## config.mk

```make
export PLATFORM = sky130hd
export DESIGN_NAME = turn_sequencer
export DESIGN_NICKNAME = d
export VERILOG_FILES = /design/src/rtl/turn_sequencer_pkg.sv /design/src/rtl/turn_sequencer_cycle_timer.sv /design/src/rtl/turn_sequencer.sv
export SDC_FILE = /design/constraint.sdc
export NUM_CORES = 1
export LEC_CHECK = 0
export BUFFER_PORTS_ARGS = -buffer_cell sky130_fd_sc_hd__buf_4
export CORE_MARGIN = 1
export CORE_UTILIZATION = 35
export DETAILED_ROUTE_END_ITERATION = 10
export GPL_TIMING_DRIVEN = 0
export PLACE_DENSITY_LB_ADDON = 0.3
export RECOVER_POWER = 50
export SETUP_SLACK_MARGIN = 0.1
export SLEW_MARGIN = 10
export SYNTH_ARGS = -nofsm -noshare
export SYNTH_HDL_FRONTEND = slang
export SYNTH_SLANG_ARGS = --single-unit
```

## constraint.sdc

```tcl
create_clock -name clk -period 2.4 [get_ports clk]
set_clock_uncertainty 0.15 [all_clocks]
set_input_delay 0.6 -clock clk [delete_from_list [all_inputs] [get_ports clk]]
set_output_delay 0.6 -clock clk [all_outputs]
set_load 0.02 [all_outputs]
```

## src/rtl/turn_sequencer_pkg.sv

```systemverilog
// Shared definitions for the turn sequencer: FSM encoding, player codes, picture width
// and small helpers used by the top level.
package turn_sequencer_pkg;

   localparam int unsigned PIC_W = 4;

   typedef enum logic [3:0] {
      StIdle,
      StWaitPick,
      StReveal,
      StJudge,
      StAdvance,
      StSettle,
      StCheck,
      StNextTurn,
      StGameOver
   } state_e;

   localparam logic [1:0] P_NONE = 2'd0;
   localparam logic [1:0] P1     = 2'd1;
   localparam logic [1:0] P2     = 2'd2;
   localparam logic [1:0] P3     = 2'd3;

   // Turn decoder: wraps back to P1 after the last seated player.
   function automatic logic [1:0] next_player(input logic [1:0] cur, input logic [1:0] last);
      logic [1:0] nxt;
      if (cur == last) begin
         nxt = P1;
      end else begin
         case (cur)
            P_NONE:  nxt = P1;
            P1:      nxt = P2;
            P2:      nxt = P3;
            P3:      nxt = P1;
            default: nxt = P1;
         endcase
      end
      return nxt;
   endfunction

   function automatic int unsigned cnt_width(input int unsigned max_cycles);
      return (max_cycles > 1) ? $clog2(max_cycles) : 1;
   endfunction

endpackage

```

## src/rtl/turn_sequencer_cycle_timer.sv

```systemverilog
// Loadable down-counter. Holds at zero; tc is high while running with the count at zero,
// so a load of N-1 followed by N run cycles flags the last of those cycles.
module cycle_timer #(
   parameter int unsigned Width = 8
) (
   input  logic             clk,
   input  logic             rst,
   input  logic             load,
   input  logic             run,
   input  logic [Width-1:0] load_val,
   output logic             tc
);

   logic [Width-1:0] cnt_q;

   always_ff @(posedge clk or posedge rst) begin
      if (rst) begin
         cnt_q <= '0;
      end else if (load) begin
         cnt_q <= load_val;
      end else if (run && (cnt_q != '0)) begin
         cnt_q <= cnt_q - 1'b1;
      end
   end

   assign tc = run && (cnt_q == '0);

endmodule

```

## src/rtl/turn_sequencer.sv

```systemverilog
// Turn/advance sequencer for the board game: takes a card pick, reveals it, judges it
// against the tile ahead of the current player and either advances or passes the turn.
module turn_sequencer
   import turn_sequencer_pkg::*;
#(
   parameter int unsigned NUM_PLAYERS    = 3,
   parameter int unsigned NUM_CARDS      = 12,
   parameter int unsigned REVEAL_CYCLES  = 50_000_000,
   parameter int unsigned TIMEOUT_CYCLES = 500_000_000
) (
   input  logic             clk,
   input  logic             rst,
   input  logic             start,
   input  logic             pick_valid,
   input  logic [3:0]       pick_idx,
   input  logic [PIC_W-1:0] card_pic,
   input  logic [PIC_W-1:0] tile_pic,
   input  logic             win_in,
   output logic [1:0]       T,
   output logic             B,
   output logic             reveal,
   output logic [3:0]       reveal_idx,
   output logic             miss,
   output logic             game_over
);

   localparam int unsigned MaxCycles =
      (REVEAL_CYCLES > TIMEOUT_CYCLES) ? REVEAL_CYCLES : TIMEOUT_CYCLES;
   localparam int unsigned CntW = cnt_width(MaxCycles);
   localparam logic [CntW-1:0] RevLoad = CntW'(REVEAL_CYCLES - 1);
   localparam logic [CntW-1:0] TmoLoad = CntW'(TIMEOUT_CYCLES - 1);
   localparam logic [1:0] LastPlayer = 2'(NUM_PLAYERS);

   state_e state_q;
   logic   match_q;
   logic   rev_tc;
   logic   tmo_tc;
   logic   pick_ok;

   assign pick_ok = pick_valid && (32'(pick_idx) < NUM_CARDS);

   // Each timer sits preloaded while its state is inactive, so it starts fresh on entry.
   cycle_timer #(
      .Width (CntW)
   ) u_reveal_timer (
      .clk      (clk),
      .rst      (rst),
      .load     (state_q != StReveal),
      .run      (state_q == StReveal),
      .load_val (RevLoad),
      .tc       (rev_tc)
   );

   cycle_timer #(
      .Width (CntW)
   ) u_timeout_timer (
      .clk      (clk),
      .rst      (rst),
      .load     (state_q != StWaitPick),
      .run      (state_q == StWaitPick),
      .load_val (TmoLoad),
      .tc       (tmo_tc)
   );

   always_ff @(posedge clk or posedge rst) begin
      if (rst) begin
         state_q    <= StIdle;
         T          <= P_NONE;
         B          <= 1'b0;
         reveal     <= 1'b0;
         reveal_idx <= '0;
         miss       <= 1'b0;
         game_over  <= 1'b0;
         match_q    <= 1'b0;
      end else begin
         B    <= 1'b0;
         miss <= 1'b0;
         unique case (state_q)
            StIdle: begin
               if (start) begin
                  T       <= P1;
                  state_q <= StWaitPick;
               end
            end
            StWaitPick: begin
               // A valid pick takes priority over a timeout in the same cycle.
               if (pick_ok) begin
                  reveal_idx <= pick_idx;
                  match_q    <= (card_pic == tile_pic);
                  reveal     <= 1'b1;
                  state_q    <= StReveal;
               end else if (tmo_tc) begin
                  miss    <= 1'b1;
                  state_q <= StNextTurn;
               end
            end
            StReveal: begin
               if (rev_tc) begin
                  reveal  <= 1'b0;
                  state_q <= StJudge;
               end
            end
            StJudge: begin
               if (match_q) begin
                  B       <= 1'b1;
                  state_q <= StAdvance;
               end else begin
                  miss    <= 1'b1;
                  state_q <= StNextTurn;
               end
            end
            StAdvance: begin
               state_q <= StSettle;
            end
            StSettle: begin
               state_q <= StCheck;
            end
            StCheck: begin
               if (win_in) begin
                  game_over <= 1'b1;
                  state_q   <= StGameOver;
               end else begin
                  state_q <= StWaitPick;
               end
            end
            StNextTurn: begin
               T       <= next_player(T, LastPlayer);
               state_q <= StWaitPick;
            end
            StGameOver: begin
               if (start) begin
                  game_over <= 1'b0;
                  T         <= P1;
                  state_q   <= StWaitPick;
               end
            end
            default: begin
               state_q <= StIdle;
            end
         endcase
      end
   end

endmodule

```

* After elaboration in Yosys (flattened, before gate mapping)
Index checks and enable logic that the tools add are counted.
** Word-level totals
- Register bits after elaboration :: 73
- Input bits :: 17
** Cells by class
- Add/subtract/negate cells :: 2
- Magnitude comparators :: 1
- Equality and inequality tests :: 20
- Muxes and demuxes :: 27
- Reduce and logical (&&, ||, !) cells :: 22
** Operators with widths (count)
- $mux 29 :: 4
- $logic_not 29->1 :: 2
- $reduce_bool 29->1 :: 2
- $sub 29x1->29 const B :: 2
- $pmux 4 s8 :: 1
- $mux 4 :: 5
- $eq 4x3->1 const B :: 4
- $reduce_bool 2->1 :: 5
- $mux 1 :: 9
- $reduce_and 3->1 :: 3
- $eq 4x2->1 const B :: 2
- $ne 2x2->1 const B :: 4
- $mux 2 :: 3
- $pmux 1 s2 :: 3
- $pmux 2 s3 :: 1
- $logic_and 1x1->1 :: 5
- $eq 2x2->1 const B :: 2
- $eq 4x1->1 const B :: 1
- $eq 4x4->1 :: 1
- $eq 4x4->1 const B :: 1
- $logic_not 4->1 :: 1
- $lt 4x4->1 const B :: 1
- $ne 4x1->1 const B :: 1
- $ne 4x2->1 const B :: 1
- 7 further kinds :: 8

* Depth between registers and ports, before layout
- Word-level depth :: 5
- Gate-level depth with buffers :: 7
- Gate-level depth less buffers :: 7

* Hierarchy
Synthesis repeated with hierarchy kept, for this count alone.
** Second synthesis, totals
- Cell total of the unflattened synthesis :: 518
- Area, all modules :: 4680.7 um^2
** Modules (own cells, without submodules)
- cycle_timer :: times used 2, cells each 217, area an instance 1924.3 um^2, seq. area each 725.7 um^2
- turn_sequencer :: times used 1, cells each 84, area an instance 832.0 um^2, seq. area each 375.4 um^2

* Worst setup path after synthesis
No wires, ideal clock.
- Path type :: register to register
- From :: register u_reveal_timer.cnt_q[17]
- To :: register u_reveal_timer.cnt_q[17]
- Library setup time :: 0.162 ns
- Data arrival time :: 2.049 ns
- Setup slack :: 0.039 ns
- Cell stages (with the launch flop) :: 7
- Buffers on the path :: 1
- Cell sequence :: dfrtp_1 -> or4_4 -> buf_6 -> or4_4 -> o211ai_4 -> nor3_1 -> nand3b_1
** On the way
- Cells in the longest elaborated chain, start to end :: 3
** Ends and longest elaborated chain
- start, declared :: RTL line turn_sequencer_cycle_timer.sv:14 : logic [Width-1:0] cnt_q;
- start signal, assigned :: RTL line turn_sequencer_cycle_timer.sv:20 : cnt_q <= load_val;
- start signal, assigned :: RTL line turn_sequencer_cycle_timer.sv:22 : cnt_q <= cnt_q - 1'b1;
- $sub 29x1->29 / $reduce_bool 29->1 (equally long branches) :: RTL line turn_sequencer_cycle_timer.sv:22, turn_sequencer_cycle_timer.sv:21
- $mux 29 / $logic_and 1x1->1 (equally long branches) :: RTL line turn_sequencer_cycle_timer.sv:21 : end else if (run && (cnt_q != '0)) begin
- $mux 29 / $reduce_bool 2->1 (equally long branches)
Several ways; a longest one is shown, not always the timed one. The select of a mux whose other input is x is not followed.
A chain may end at the register's enable or synchronous reset.

* Worst setup path after layout
- From :: register u_reveal_timer.cnt_q[17]
- To :: register u_reveal_timer.cnt_q[15]
** On the way
- Cells in the longest elaborated chain, start to end :: 3
** Ends and longest elaborated chain (RTL line)
- $reduce_bool 29->1 :: turn_sequencer_cycle_timer.sv:21
- $logic_and 1x1->1 :: turn_sequencer_cycle_timer.sv:21
- $reduce_bool 2->1 (no line)
Every way passes these cells.

==> impl_metrics.py <==
metrics = {
    "global_route": {
        "grt_pass1_wl_mm": 16.33,
        "grt_max_degree": 31,
        "grt_pass1_vias": 3448,
        "antenna_found_initial": 0,
        "grtUsageTotal_pct": 17.72,
        "grt_overflow": 0,
    },
    "run_status": {
        "status": "finished, violations left",
        "violations": "setup timing",
    },
    "synth": {
        "synthArstFlopShare_pct": 100.0,
        "yosysTopAreaCell": "dfrtp_1",
        "synth_edf_count": 0,
        "synthCells": 424,
        "synth_commonest_cells": "dfrtp_1, nor2_1, nand2_1",
        "synth.most_common_cell": "dfrtp_1",
        "syn_area_per_cell_um2": 9.461,
        "synthesis.area_mm2": 0.004011,
        "ys_warn_count": 0,
        "ys_top_cells_by_area": "dfrtp_1, nor2_1, xnor2_1",
        "yosysTopAreaCellShare_pct": 45.54,
        "synth_nets": 446,
        "synthDistinctLibCells": 58,
        "ys_ff_latch": 73,
        "synthFlopType": "dfrtp_1",
        "synth_seq_area_share_pct": 45.54,
    },
    "sta": {
        "post-route-period-util_pct": 100.6,
        "period_needed_ps": 2414,
        "maxSlewViolCount": 0,
        "rsz0062_at_grt": "true",
        "worst_hold_slack_ps": 335.7,
        "fmaxAchievable_mhz": 414.3,
        "worstMarginPinSlew_ps": 1152,
        "hold_violations": 0,
        "relSlewSlack_pct": 22.79,
        "layout_setup_ws_ps": -13.96,
        "setup_violations": 2,
    },
    "clock_network": {
        "h-tree-depth": 3,
        "clkSlewWorstSetupHoldPaths_ps": 60,
        "cts_tree": "yes",
        "numCtsBuffers": 9,
        "root_buffer": "clkbuf_16",
        "clk-insertion-delay-late_ps": 330,
        "numClockSinks": 73,
        "clockBufferDepth": 2,
        "postCtsHoldBufs": 0,
    },
    "final_layout": {
        "syn_to_final_growth_pct": 32.16,
        "ff_latch_area_mm2": 0.001828,
        "antenna_cells": 0,
        "fin_util_pct": 48.27,
        "fin_cells": 642,
        "num-nets-final": 521,
        "multi_input_area_mm2": 0.002370,
        "final_cell_area_mm2": 0.005301,
        "drive_gt1_share_pct": 30.48,
        "fill_cells": 1015,
    },
    "routing": {
        "drt_wl_total_mm": 10.10,
        "dr.first_iter.drc_count": 187,
        "drtPass1Iterations": 4,
        "via_per_inst": 5.455,
        "drc": 0,
        "routed-via-count": 3502,
        "wl_per_cell_um": 15.73,
        "ant_nets": 0,
    },
    "worst_setup_path": {
        "critPathKind": "reg -> reg",
        "critPathRequiredTime_ps": 2430,
        "r2r_slack_ps": -10,
        "endpoint_kind": "register",
        "path_cells": "or4_4 > buf_6 > or4_4 > o211ai_4 > buf_12 > or4_1 > nand3_1",
        "slowest_stage": "or4_4",
        "critPathArrivalTime_ps": 2440,
        "crit_top_cell": "or4_4",
        "slowest_delay_ps": 540,
        "crit_fanout": 8,
        "start_kind": "register",
    },
    "floorplanning": {
        "pin_count": 27,
        "coreArea_mm2": 0.01098,
        "fp.dieArea_mm2": 0.01189,
        "die_y_um": 109.1,
        "num_rows": 38,
        "initial_utilization_pct": 36.52,
        "fp.dieW_um": 109.1,
    },
    "power": {
        "p_leak_nw": 1.908,
        "powerDensity_mw_per_mm2": 717.0,
        "ir_drop_mv": 0.5256,
        "p_int_mw": 2.579,
        "switching_power_mw": 1.222,
        "p_clk_share_pct": 34.6,
        "p_sw_share_pct": 32.16,
        "p_comb_share_pct": 27.6,
        "p_seq_share_pct": 37.8,
    },
    "flow_run": {
        "maxCapViolations": 0,
    },
    "placed_design": {
        "dp.cells": 593,
        "dp_hpwl_mm": 6.558,
        "place_congestion": 0.7948,
        "placed_area_mm2": 0.004463,
        "port_buffers": 26,
    },
    "min_path": {
        "hold_path.class": "reg -> reg",
    },
}
-- sequential cells by signal (all words and copies together), names as in the netlist --
signal / cells
u_timeout_timer.cnt_q: 29
u_reveal_timer.cnt_q: 29
reveal_idx: 4
T: 2
B: 1
game_over: 1
match_q: 1
miss: 1
state_q: 4
reveal: 1
-- cell usage in the layout (no fill, tap or decap), types with 10 or more instances in the layout --
cell     count
nor2_1      42
xnor2_1     17
nand3_1     12
dfrtp_1     72
or3_1       18
nand2_1     28
inv_1       10
o21ai_0     15
buf_4       56
a21oi_1     25
o21ai_1     12
-- area by class of cell --
class | count | share of cell area, %
well taps | 140 | 3.304
flip-flops and latches | 73 | 34.48
plain buffers | 14 | 1.581
clock buffers | 11 | 4.579
clock inverters | 3 | 0.8025
inverters | 13 | 0.9441
repair buffers | 64 | 9.606
multi-input cells | 324 | 44.70
-- logic make-up (layout without fill, tap and decap cells) --
group,Yosys count,in the layout,synth area share [%]
AO/OA/AOI/OAI,93,93,15.03
flip-flops,73,73,45.54
buffers and inverters,27,105,2.807
AND/OR/NAND/NOR,196,196,28.13
multiplexers,8,8,2.121
adder cells (fa/ha/maj),5,5,1.560
XOR/XNOR,22,22,4.803
-- what timing repair did --
item | in CTS | in global routing
setup buffers | 18 | 17
setup endpoints to repair | 48 | 52
pin swaps | 16 | 17
hold endpoints to repair | 0 | 0
gates resized for setup | 35 | 34
-- path summary, 6_finish.rpt --
| kind | startpoint | end | cells after the start |
|---|---|---|---|
| setup / recovery | u_reveal_timer.cnt_q[17]$_DFFE_PP0P_ | u_reveal_timer.cnt_q[15]$_DFFE_PP0P_ | 7 |
| hold / removal | u_timeout_timer.cnt_q[27]$_DFFE_PP0P_ | u_timeout_timer.cnt_q[27]$_DFFE_PP0P_ | 1 |
| setup reg to reg | u_reveal_timer.cnt_q[17]$_DFFE_PP0P_ | u_reveal_timer.cnt_q[15]$_DFFE_PP0P_ | 7 |
| hold reg to reg | u_timeout_timer.cnt_q[27]$_DFFE_PP0P_ | u_timeout_timer.cnt_q[27]$_DFFE_PP0P_ | 1 |
| max in group asynchronous | rst | u_reveal_timer.cnt_q[16]$_DFFE_PP0P_ | 4 |
| min in group asynchronous | rst | u_timeout_timer.cnt_q[8]$_DFFE_PP0P_ | 2 |
-- metal layers --
layer,up-vias,track usage (%),wire [um]
met2,65,29.96,5034
li1,1713,-,-
met4,0,6.564,205
met5,-,0,0
met1,1706,22.35,4510
met3,18,3.347,350
-- through the flow --
stage	power, mW	setup slack, ps	TNS, ps
finish	3.801	-13.96	-27.62
global route	4.001	-63.48	-700.6
CTS	3.807	-18.99	-22.38
detailed placement	2.439	-264.2	-2734
floorplan	2.067	91.24	0
global placement	2.388	-594.6	-8340
-- power groups by stage --
stage	clock [mW]	combinational (mW)	sequential, mW
2_1_floorplan	0	0.545	1.52
5_1_grt	1.38	1.17	1.45
4_1_cts	1.34	1.03	1.44
3_3_place_gp	0	0.937	1.45
3_5_place_dp	0	0.981	1.46
6_report	1.31	1.05	1.44
-- critical path: cells and delay by family, from the launching register on --
kind / cells / cell delay (ps)
AND/OR/NAND/NOR: 4 / 1190
AO/OA/AOI/OAI: 1 / 210
flip-flops: 1 / 410
buffers and inverters: 2 / 300
Power figures use the tool's default switching activity.
